## config.mk

```make
export PLATFORM = sky130hd
export DESIGN_NAME = fft_stage_controller
export DESIGN_NICKNAME = d
export VERILOG_FILES = /design/src/rtl/fft_pkg.sv /design/src/rtl/fft_addr_gen.sv /design/src/rtl/fft_stage_controller.sv
export SDC_FILE = /design/constraint.sdc
export NUM_CORES = 1
export LEC_CHECK = 0
export CAP_MARGIN = 25
export CORE_MARGIN = 1.5
export CORE_UTILIZATION = 45
export CTS_BUF_LIST = sky130_fd_sc_hd__clkbuf_16
export CTS_CLUSTER_DIAMETER = 60
export CTS_CLUSTER_SIZE = 12
export DETAILED_ROUTE_END_ITERATION = 8
export GPL_TIMING_DRIVEN = 0
export HOLD_SLACK_MARGIN = 0.05
export PLACE_DENSITY = 0.85
export SYNTH_ARGS = -nofsm -noshare
export SYNTH_HDL_FRONTEND = slang
export SYNTH_SLANG_ARGS = --single-unit
```

## constraint.sdc

```tcl
create_clock -name clk -period 4.3 [get_ports clk]
set_input_delay 0.86 -clock clk [delete_from_list [all_inputs] [get_ports clk]]
set_output_delay 0.86 -clock clk [all_outputs]
set_load 0.01 [all_outputs]
```

## src/rtl/fft_pkg.sv

```systemverilog
// Shared FFT definitions: default sizes, controller state encodings
// and {real,imag} word pack/unpack macros used by loader and butterfly.
`ifndef FFT_PKG_MACROS
`define FFT_PKG_MACROS
`define FFT_PACK(re, im) {re, im}
`define FFT_RE(w) w[2*DATA_W-1:DATA_W]
`define FFT_IM(w) w[DATA_W-1:0]
`endif

package fft_pkg;

    localparam int FFT_DATA_W = 16;
    localparam int FFT_N      = 16;
    localparam int FFT_LOG2N  = 4;
    localparam int FFT_TW_W   = 4;
    localparam int FFT_TMO    = 64;

    typedef enum logic [2:0] {
        ST_IDLE,
        ST_RD,
        ST_LATCH,
        ST_WAIT,
        ST_WR,
        ST_DONE
    } fft_state_t;

endpackage

```

## src/rtl/fft_addr_gen.sv

```systemverilog
// Stage/group/index walker for an in-place radix-2 DIT FFT.
// Index is innermost, then group, then stage; wraps to zero after last.
module fft_addr_gen
    import fft_pkg::*;
#(
    parameter int N     = FFT_N,
    parameter int LOG2N = FFT_LOG2N,
    parameter int TW_W  = FFT_TW_W
) (
    input  logic             clk,
    input  logic             rst,
    input  logic             step,
    input  logic             clear,
    output logic [LOG2N-1:0] addr_a,
    output logic [LOG2N-1:0] addr_b,
    output logic [TW_W-1:0]  twiddle,
    output logic             last_bfly
);

    localparam int SW = $clog2(LOG2N + 1);
    localparam logic [LOG2N-1:0] HALF = LOG2N'(N / 2);
    localparam logic [SW-1:0] LAST_ST = SW'(LOG2N - 1);

    logic [SW-1:0]    stage;
    logic [LOG2N-1:0] grp;
    logic [LOG2N-1:0] idx;
    logic [LOG2N-1:0] span;
    logic [LOG2N-1:0] idx_max;
    logic [LOG2N-1:0] grp_max;
    logic [SW-1:0]    tw_sh;

    // Decode counters into RAM addresses and the twiddle index
    always_comb begin
        span      = LOG2N'(1) << stage;
        idx_max   = span - LOG2N'(1);
        grp_max   = (HALF >> stage) - LOG2N'(1);
        tw_sh     = LAST_ST - stage;
        addr_a    = ((grp << stage) << 1) + idx;
        addr_b    = addr_a + span;
        twiddle   = TW_W'(idx << tw_sh);
        last_bfly = (stage == LAST_ST) && (grp == grp_max)
                    && (idx == idx_max);
    end

    // Advance index, carry into group, then into stage
    always_ff @(posedge clk) begin
        if (rst || clear) begin
            stage <= '0;
            grp   <= '0;
            idx   <= '0;
        end else if (step) begin
            if (idx == idx_max) begin
                idx <= '0;
                if (grp == grp_max) begin
                    grp   <= '0;
                    stage <= (stage == LAST_ST) ? '0 : stage + SW'(1);
                end else begin
                    grp <= grp + LOG2N'(1);
                end
            end else begin
                idx <= idx + LOG2N'(1);
            end
        end
    end

endmodule

```

## src/rtl/fft_stage_controller.sv

```systemverilog
// Sequences all butterflies of an in-place radix-2 DIT FFT through one
// butterfly unit. Optional WAIT timeout: define FFT_CTRL_TIMEOUT_EN.
module fft_stage_controller
    import fft_pkg::*;
#(
    parameter int DATA_W = FFT_DATA_W,
    parameter int N      = FFT_N,
    parameter int LOG2N  = FFT_LOG2N,
    parameter int TW_W   = FFT_TW_W,
    parameter int TMO    = FFT_TMO
) (
    input  logic                clk,
    input  logic                rst,
    input  logic                start,
    output logic                busy,
    output logic                done,
    output logic                err,
    output logic                mem_rd_en,
    output logic                mem_wr_en,
    output logic [LOG2N-1:0]    mem_addr_a,
    output logic [LOG2N-1:0]    mem_addr_b,
    input  logic [2*DATA_W-1:0] mem_rdata_a,
    input  logic [2*DATA_W-1:0] mem_rdata_b,
    output logic [2*DATA_W-1:0] mem_wdata_a,
    output logic [2*DATA_W-1:0] mem_wdata_b,
    output logic [DATA_W-1:0]   bf_ra,
    output logic [DATA_W-1:0]   bf_ca,
    output logic [DATA_W-1:0]   bf_rb,
    output logic [DATA_W-1:0]   bf_cb,
    output logic [TW_W-1:0]     bf_twiddle,
    output logic                bf_new,
    input  logic                bf_ready,
    input  logic [2*DATA_W-1:0] bf_oa,
    input  logic [2*DATA_W-1:0] bf_ob
);

    fft_state_t       state;
    logic             ready_q;
    logic             is_last;
    logic [LOG2N-1:0] gen_a;
    logic [LOG2N-1:0] gen_b;
    logic [TW_W-1:0]  gen_tw;
    logic             gen_last;
    logic             rdy_edge;
    logic             gen_clear;

    // ready_q is forced high on arming so a level already high is ignored
    assign rdy_edge  = (state == ST_WAIT) && bf_ready && !ready_q;
    assign gen_clear = (state == ST_IDLE);

`ifdef FFT_CTRL_TIMEOUT_EN
    localparam int CW = $clog2(TMO + 1);
    logic [CW-1:0] tmo_cnt;
    logic          err_r;
    assign err = err_r;
`else
    assign err = 1'b0;
`endif

    fft_addr_gen #(
        .N     (N),
        .LOG2N (LOG2N),
        .TW_W  (TW_W)
    ) u_addr_gen (
        .clk       (clk),
        .rst       (rst),
        .step      (rdy_edge),
        .clear     (gen_clear),
        .addr_a    (gen_a),
        .addr_b    (gen_b),
        .twiddle   (gen_tw),
        .last_bfly (gen_last)
    );

    // Main sequencer: read, latch operands, await result, write back
    always_ff @(posedge clk) begin
        if (rst) begin
            state       <= ST_IDLE;
            busy        <= 1'b0;
            done        <= 1'b0;
            mem_rd_en   <= 1'b0;
            mem_wr_en   <= 1'b0;
            mem_addr_a  <= '0;
            mem_addr_b  <= '0;
            mem_wdata_a <= '0;
            mem_wdata_b <= '0;
            bf_ra       <= '0;
            bf_ca       <= '0;
            bf_rb       <= '0;
            bf_cb       <= '0;
            bf_twiddle  <= '0;
            bf_new      <= 1'b0;
            ready_q     <= 1'b0;
            is_last     <= 1'b0;
`ifdef FFT_CTRL_TIMEOUT_EN
            tmo_cnt     <= '0;
            err_r       <= 1'b0;
`endif
        end else begin
            done <= 1'b0;
            unique case (state)
                ST_IDLE: begin
                    if (start) begin
                        state      <= ST_RD;
                        busy       <= 1'b1;
                        mem_rd_en  <= 1'b1;
                        mem_addr_a <= gen_a;
                        mem_addr_b <= gen_b;
`ifdef FFT_CTRL_TIMEOUT_EN
                        err_r      <= 1'b0;
`endif
                    end
                end
                ST_RD: begin
                    mem_rd_en <= 1'b0;
                    state     <= ST_LATCH;
                end
                ST_LATCH: begin
                    bf_ra      <= `FFT_RE(mem_rdata_a);
                    bf_ca      <= `FFT_IM(mem_rdata_a);
                    bf_rb      <= `FFT_RE(mem_rdata_b);
                    bf_cb      <= `FFT_IM(mem_rdata_b);
                    bf_twiddle <= gen_tw;
                    bf_new     <= ~bf_new;
                    ready_q    <= 1'b1;
                    state      <= ST_WAIT;
`ifdef FFT_CTRL_TIMEOUT_EN
                    tmo_cnt    <= '0;
`endif
                end
                ST_WAIT: begin
                    ready_q <= bf_ready;
                    if (rdy_edge) begin
                        mem_wr_en   <= 1'b1;
                        mem_wdata_a <= bf_oa;
                        mem_wdata_b <= bf_ob;
                        is_last     <= gen_last;
                        state       <= ST_WR;
                    end
`ifdef FFT_CTRL_TIMEOUT_EN
                    else if (tmo_cnt == CW'(TMO - 1)) begin
                        err_r <= 1'b1;
                        busy  <= 1'b0;
                        state <= ST_IDLE;
                    end else begin
                        tmo_cnt <= tmo_cnt + CW'(1);
                    end
`endif
                end
                ST_WR: begin
                    mem_wr_en <= 1'b0;
                    if (is_last) begin
                        state <= ST_DONE;
                        done  <= 1'b1;
                        busy  <= 1'b0;
                    end else begin
                        state      <= ST_RD;
                        mem_rd_en  <= 1'b1;
                        mem_addr_a <= gen_a;
                        mem_addr_b <= gen_b;
                    end
                end
                ST_DONE: begin
                    state <= ST_IDLE;
                end
                default: begin
                    state <= ST_IDLE;
                end
            endcase
        end
    end

endmodule
```

==> metrics.cfg, run 1 <==
[drt]
drtIter0Drc = 287
viasPerCell = 5.13
dr.pass1.iters = 5
wl_um = 20600
wire_per_inst_um = 16.3
detail-route-antenna-nets = 0
via_count = 6484
drc = 0

[setup_path]
cp.required_ns = 4.61
worst-path-max-fanout = 10
crit_path_end_kind = flop
worstPathArrival_ns = 3.65
crit_slowest_cell = o311ai_0
path_class = flop to flop
slowest_delay_ns = 0.52
rr_worst_depth = 10
path_cells = clkbuf_1, clkbuf_1, nor4b_1, ha_1, fa_1, ha_1, inv_1, o311ai_0, a211oi_1, nor4_1
cp-start-kind = flop

[synth]
ys_types = 46
ys_warn_count = 0
synth-seq-cells = 161
synth_edf_count = 0
synthArstFlopShare_pct = 0
syn_nets = 925
syn_inst = 781
synth_area_mm2 = 0.00626
synth-main-ff-cell = dfxtp_1
yosysSeqAreaShare_pct = 51.5
avgSynthCellArea_um2 = 8.01

[placement]
place.port_buffers = 275
place_ws_ns = 1.12
gp_congestion = 0.898
placed_area_mm2 = 0.00923
place_hpwl_um = 15100

[cts]
clock_latency_ns = 0.42
htree_levels = 4
ctsRootBufferMaster = clkbuf_16
clk_pin_slew_worst_paths_ns = 0.07
cts_setup_buffers = 0
post_cts_resized = 0
holdBufCountCts = 0
cts_tree = yes
cts_sinks = 161
clockBufferDepth = 2
numCtsBuffers = 17

[sta]
slew_viol_final = 0
finalHoldViolCount = 0
rsz0062_at_grt = false
worst_slew_pin_slew_ns = 0.699
fin_crit_ns = 3.33
fin_crit_sh_pct = 77.6
finalWorstSetupSlack_ns = 0.965
max-slew-margin-rel_pct = 53.4
fmax_ghz = 0.300
clock-skew-final_ns = 0.00655
setup-violations-final = 0
setup_tns_ns = 0

[global_route]
grt_remaining_overflow = 0
grt_pass1_vias = 6273
grt_pass1_wl_um = 31900
antenna_found_initial = 0
grt_max_degree = 17
grt.total_usage_pct = 28.2

[floorplanning]
die_h_um = 121
initial_utilization_pct = 46.7
rows = 42
ios = 278
die_w_um = 121
core_area_mm2 = 0.0134
die-area_mm2 = 0.0146

[final_layout]
fin_nets = 1219
diodes = 0
syn2layout_area_growth_pct = 56.4
fin_area_mm2 = 0.00979
drive_gt1_share_pct = 4.14
fillers = 1027
final_util_pct = 73.0

[pwr]
irDropWorstVdd_mv = 0.225
leakagePower_nw = 3.45
power_density_mw_per_mm2 = 352

[min_path]
hold_class = flop to flop
holdPathStages = 2

[run]
cap_violations = 0

[status]
status = completed

-- metrics by stage --
| stage | power, mW | cells | hold WS (ns) |
|---|---|---|---|
| after floorplan | 1.76 | 781 | 0.471 |
| after global placement | 2.02 | 1232 | 0.441 |
| after detailed placement | 2.03 | 1232 | 0.446 |
| after CTS | 3.46 | 1264 | 0.454 |
| after global routing | 3.57 | 1264 | 0.470 |
| final | 3.44 | 1264 | 0.452 |
-- cells in the mapped netlist (6+ instances only) --
library cell	instances	area share, %
a21oi_1	139	11
buf_1	7	0.42
buf_2	6	0.48
clkbuf_1	41	2.5
dfxtp_1	161	52
ha_1	11	2.2
inv_1	10	0.60
mux2i_1	13	2.1
nand2_1	277	17
nand3_1	11	0.88
nor2_1	25	1.5
o2111ai_1	6	0.84
o21ai_0	7	0.56
xnor2_1	7	0.98
xor2_1	6	0.84
-- routing by layer --
metal / vias to the layer above / part of all wire (%) / GRT usage, %
met2: 281 / 49 / 49.6
met4: 0 / 3.8 / 12.9
met1: 2966 / 38 / 30.6
li1: 3180 / - / -
met5: - / 0 / 0
met3: 57 / 8.8 / 9.45
-- worst max-delay path, delay by kind of cell (launching register included) --
kind | cells | cell delay, ns
buf+inv | 3 | 0.77
fa+ha+maj | 3 | 1.04
flops | 1 | 0.34
compound gates | 2 | 0.63
simple gates | 2 | 0.44
-- sequential cells by signal, indices dropped and copies added, names as in the netlist, 3 cells and up --
name              cells
u_addr_gen.stage      3
mem_addr_a            4
bf_ra                16
mem_wdata_a          32
mem_addr_b            4
bf_cb                16
u_addr_gen.idx        4
u_addr_gen.grp        4
bf_rb                16
state                 3
bf_ca                16
mem_wdata_b          32
bf_twiddle            4
-- power by group --
part | total, mW | switching [mW] | leakage [nW] | internal, mW
clock | 1.44 | 0.640 | 0.258 | 0.801
combinational | 0.431 | 0.200 | 1.89 | 0.231
sequential | 1.57 | 0.0273 | 1.30 | 1.54
total | 3.44 | 0.867 | 3.45 | 2.57
-- cell families (layout without fill, tap and decap cells) --
group / Yosys count / after routing / synth area share [%]
adders and majority gates: 12 / 12 / 2.52
other: 1 / 1 / 0.0599
muxes: 15 / 15 / 2.44
DFF: 161 / 161 / 51.5
buffers and inverters: 66 / 373 / 4.26
xor gates and xnor gates: 13 / 13 / 1.82
AOI/OAI and AO/OA: 170 / 170 / 15.1
and+or+nand+nor: 343 / 343 / 22.3
-- worst paths after layout --
kind                                      end  slack, ns                 from
worst max register to register  mem_addr_b[3]       0.97  u_addr_gen.stage[2]
worst min register to register      bf_ra[13]       0.45            bf_ra[13]
worst max-delay path            mem_addr_b[3]       0.97  u_addr_gen.stage[2]
worst min-delay path                bf_ra[13]       0.45            bf_ra[13]
-- placed cells by master, fill, tap and decap left out, drive strengths merged, types with 2 or more instances in the layout --
cell and count:
xnor2 7, mux2 2, o2111ai 6, dfxtp 161
o21a 3, clkinvlp 5, o21ai 7, nand3 11
a211oi 3, nor3 6, or3 4, xor2 6
nand4 3, a21oi 139, nand2b 2, a22oi 2
inv 15, clkdlybuf4s50 275, nor2b 5, nor4 3
nor2 25, clkbuf 58, buf 15, clkinv 4
a221oi 3, nand2 277, ha 11, mux2i 13
-- layout make-up --
class	count	area (µm²)	area share [%]
Buffer	56	229	2.34
Multi-Input combinational cell	554	2770	28.3
Inverter	10	37.5	0.383
Timing Repair Buffer	275	2750	28.1
Clock inverter	15	133	1.35
Sequential cell	161	3220	32.9
Tap cell	176	220	2.25
Clock buffer	17	425	4.35
No activity file was read; power rests on OpenSTA's default activity.
==> run 2: changes to the inputs <==
CORE_UTILIZATION = 42   (was 45)
PLACE_DENSITY = 0.8   (was 0.85)
clock period = 3.3 ns   (was 4.3 ns; I/O delays follow)
==> metrics.cfg, run 2 (synthesized netlist as in run 1, its figures left out) <==
[placement]
place_ws_ns = 0.203
place.port_buffers = 275
gp_congestion = 0.866
dp_cells = 1240
place_hpwl_um = 14800

[global_route]
grt_remaining_overflow = 0
grt.total_usage_pct = 24.8
antenna_found_initial = 0
grt_max_degree = 17
grt_pass1_vias = 5951
grt_pass1_wl_um = 31100

[sta]
fmax_ghz = 0.333
holdWs_ns = 0.452
max-slew-margin-rel_pct = 58.6
fin_crit_ns = 3.00
clock-skew-final_ns = 0.00636
setup_tns_ns = 0
finalWorstSetupSlack_ns = 0.296
worst_slew_pin_slew_ns = 0.622
fin_crit_sh_pct = 91.0
rsz0062_at_grt = false
finalHoldViolCount = 0
setup-violations-final = 0
slew_viol_final = 0

[setup_path]
path_class = flop to flop
worstPathArrival_ns = 3.32
cp-start-kind = flop
crit_path_end_kind = flop
worst-path-max-fanout = 10
cp.required_ns = 3.61

[run]
cap_violations = 0

[pwr]
leakagePower_nw = 3.48
power_switching_mw = 1.08
pwr-share-comb_pct = 12.1
clkPwrFrac_pct = 43.2
power_density_mw_per_mm2 = 466
netSwitchingFraction_pct = 23.7
pwr-share-seq_pct = 44.7
p_int_mw = 3.50
irDropWorstVdd_mv = 0.319

[drt]
detail-route-antenna-nets = 0
wire_per_inst_um = 15.5
dr.pass1.iters = 4
drc = 0
drtIter0Drc = 239
via_count = 6324
wl_um = 19700
viasPerCell = 4.97

[floorplanning]
die-area_mm2 = 0.0156
ios = 278
die_h_um = 125
rows = 44
die_w_um = 125
initial_utilization_pct = 43.1
core_area_mm2 = 0.0145

[final_layout]
fin_cells = 1272
fillers = 1235
fin_nets = 1219
reg.largest.list = mem_wdata_a (32), mem_wdata_b (32)
drive_gt1_share_pct = 4.04
layout_common_cells = 277 x nand2_1, 275 x clkdlybuf4s50_1, 161 x dfxtp_1
syn2layout_area_growth_pct = 57.1
diodes = 0
final_common_cell = nand2_1

[cts]
clock_latency_ns = 0.42
holdBufCountCts = 0
htree_levels = 4
ctsRootBufferMaster = clkbuf_16
clockBufferDepth = 2
cts_tree = yes
clk_pin_slew_worst_paths_ns = 0.06
cts_sinks = 161
numCtsBuffers = 17

[status]
status = completed

[min_path]
hold_class = flop to flop

run 2: area by class of cell:
type | count | area (µm²) | share of cell area, %
clock inverter | 15 | 166 | 1.69
timing repair buffer | 275 | 2750 | 28.0
multi-input combinational | 554 | 2770 | 28.1
sequential | 161 | 3220 | 32.8
clock buffer | 17 | 425 | 4.33
tap | 184 | 230 | 2.34
buffer | 56 | 230 | 2.34
inverter | 10 | 37.5 | 0.382
run 2: per-layer routing:
metal	global-route usage [%]	vias up	wire, µm
met4	8.76	0	443
li1	-	3176	-
met5	0	-	0
met3	7.83	28	1420
met2	42.7	218	9490
met1	29.1	2902	8300
run 2: worst paths after layout:
| path | startpoint | end | slack (ns) | depth (start not counted) |
|---|---|---|---|---|
| max | u_addr_gen.stage[2] | u_addr_gen.grp[0] | 0.30 | 10 |
| min | bf_rb[7] | bf_rb[7] | 0.45 | 2 |
| max reg2reg | u_addr_gen.stage[2] | u_addr_gen.grp[0] | 0.30 | 10 |
| min reg2reg | bf_rb[7] | bf_rb[7] | 0.45 | 2 |
run 2: repair_timing:
action,4_1_cts,5_1_grt
gates resized for setup,0,3
buffers inserted,0,0
endpoints found under the setup margin,0,4
run 2: critical path, stage by stage, from the launching register on:
cell and delay [ns]:
dfxtp_1 0.33, clkbuf_1 0.33, clkbuf_2 0.30, inv_1 0.09, ha_1 0.21, buf_6 0.14, or3_1 0.36, a221oi_2 0.35
xnor2_1 0.30, o21ai_0 0.23, o41ai_1 0.27
run 2: per-stage QoR:
| step | power [mW] | util [%] | area [µm²] |
|---|---|---|---|
| global route | 4.76 | 67.7 | 9830 |
| global placement | 2.64 | 63.6 | 9240 |
| detailed placement | 2.65 | 63.6 | 9240 |
| floorplan | 2.29 | - | 6260 |
| finish | 4.58 | 67.7 | 9830 |
| CTS | 4.62 | 67.6 | 9830 |
run 2: power groups by stage:
stage	Sequential (mW)	Clock [mW]	Combinational [mW]
after global placement	2.09	0	0.552
after global routing	2.05	2.11	0.602
after floorplan	2.11	0	0.180
after CTS	2.05	2.01	0.561
final	2.05	1.98	0.555
after detailed placement	2.09	0	0.557
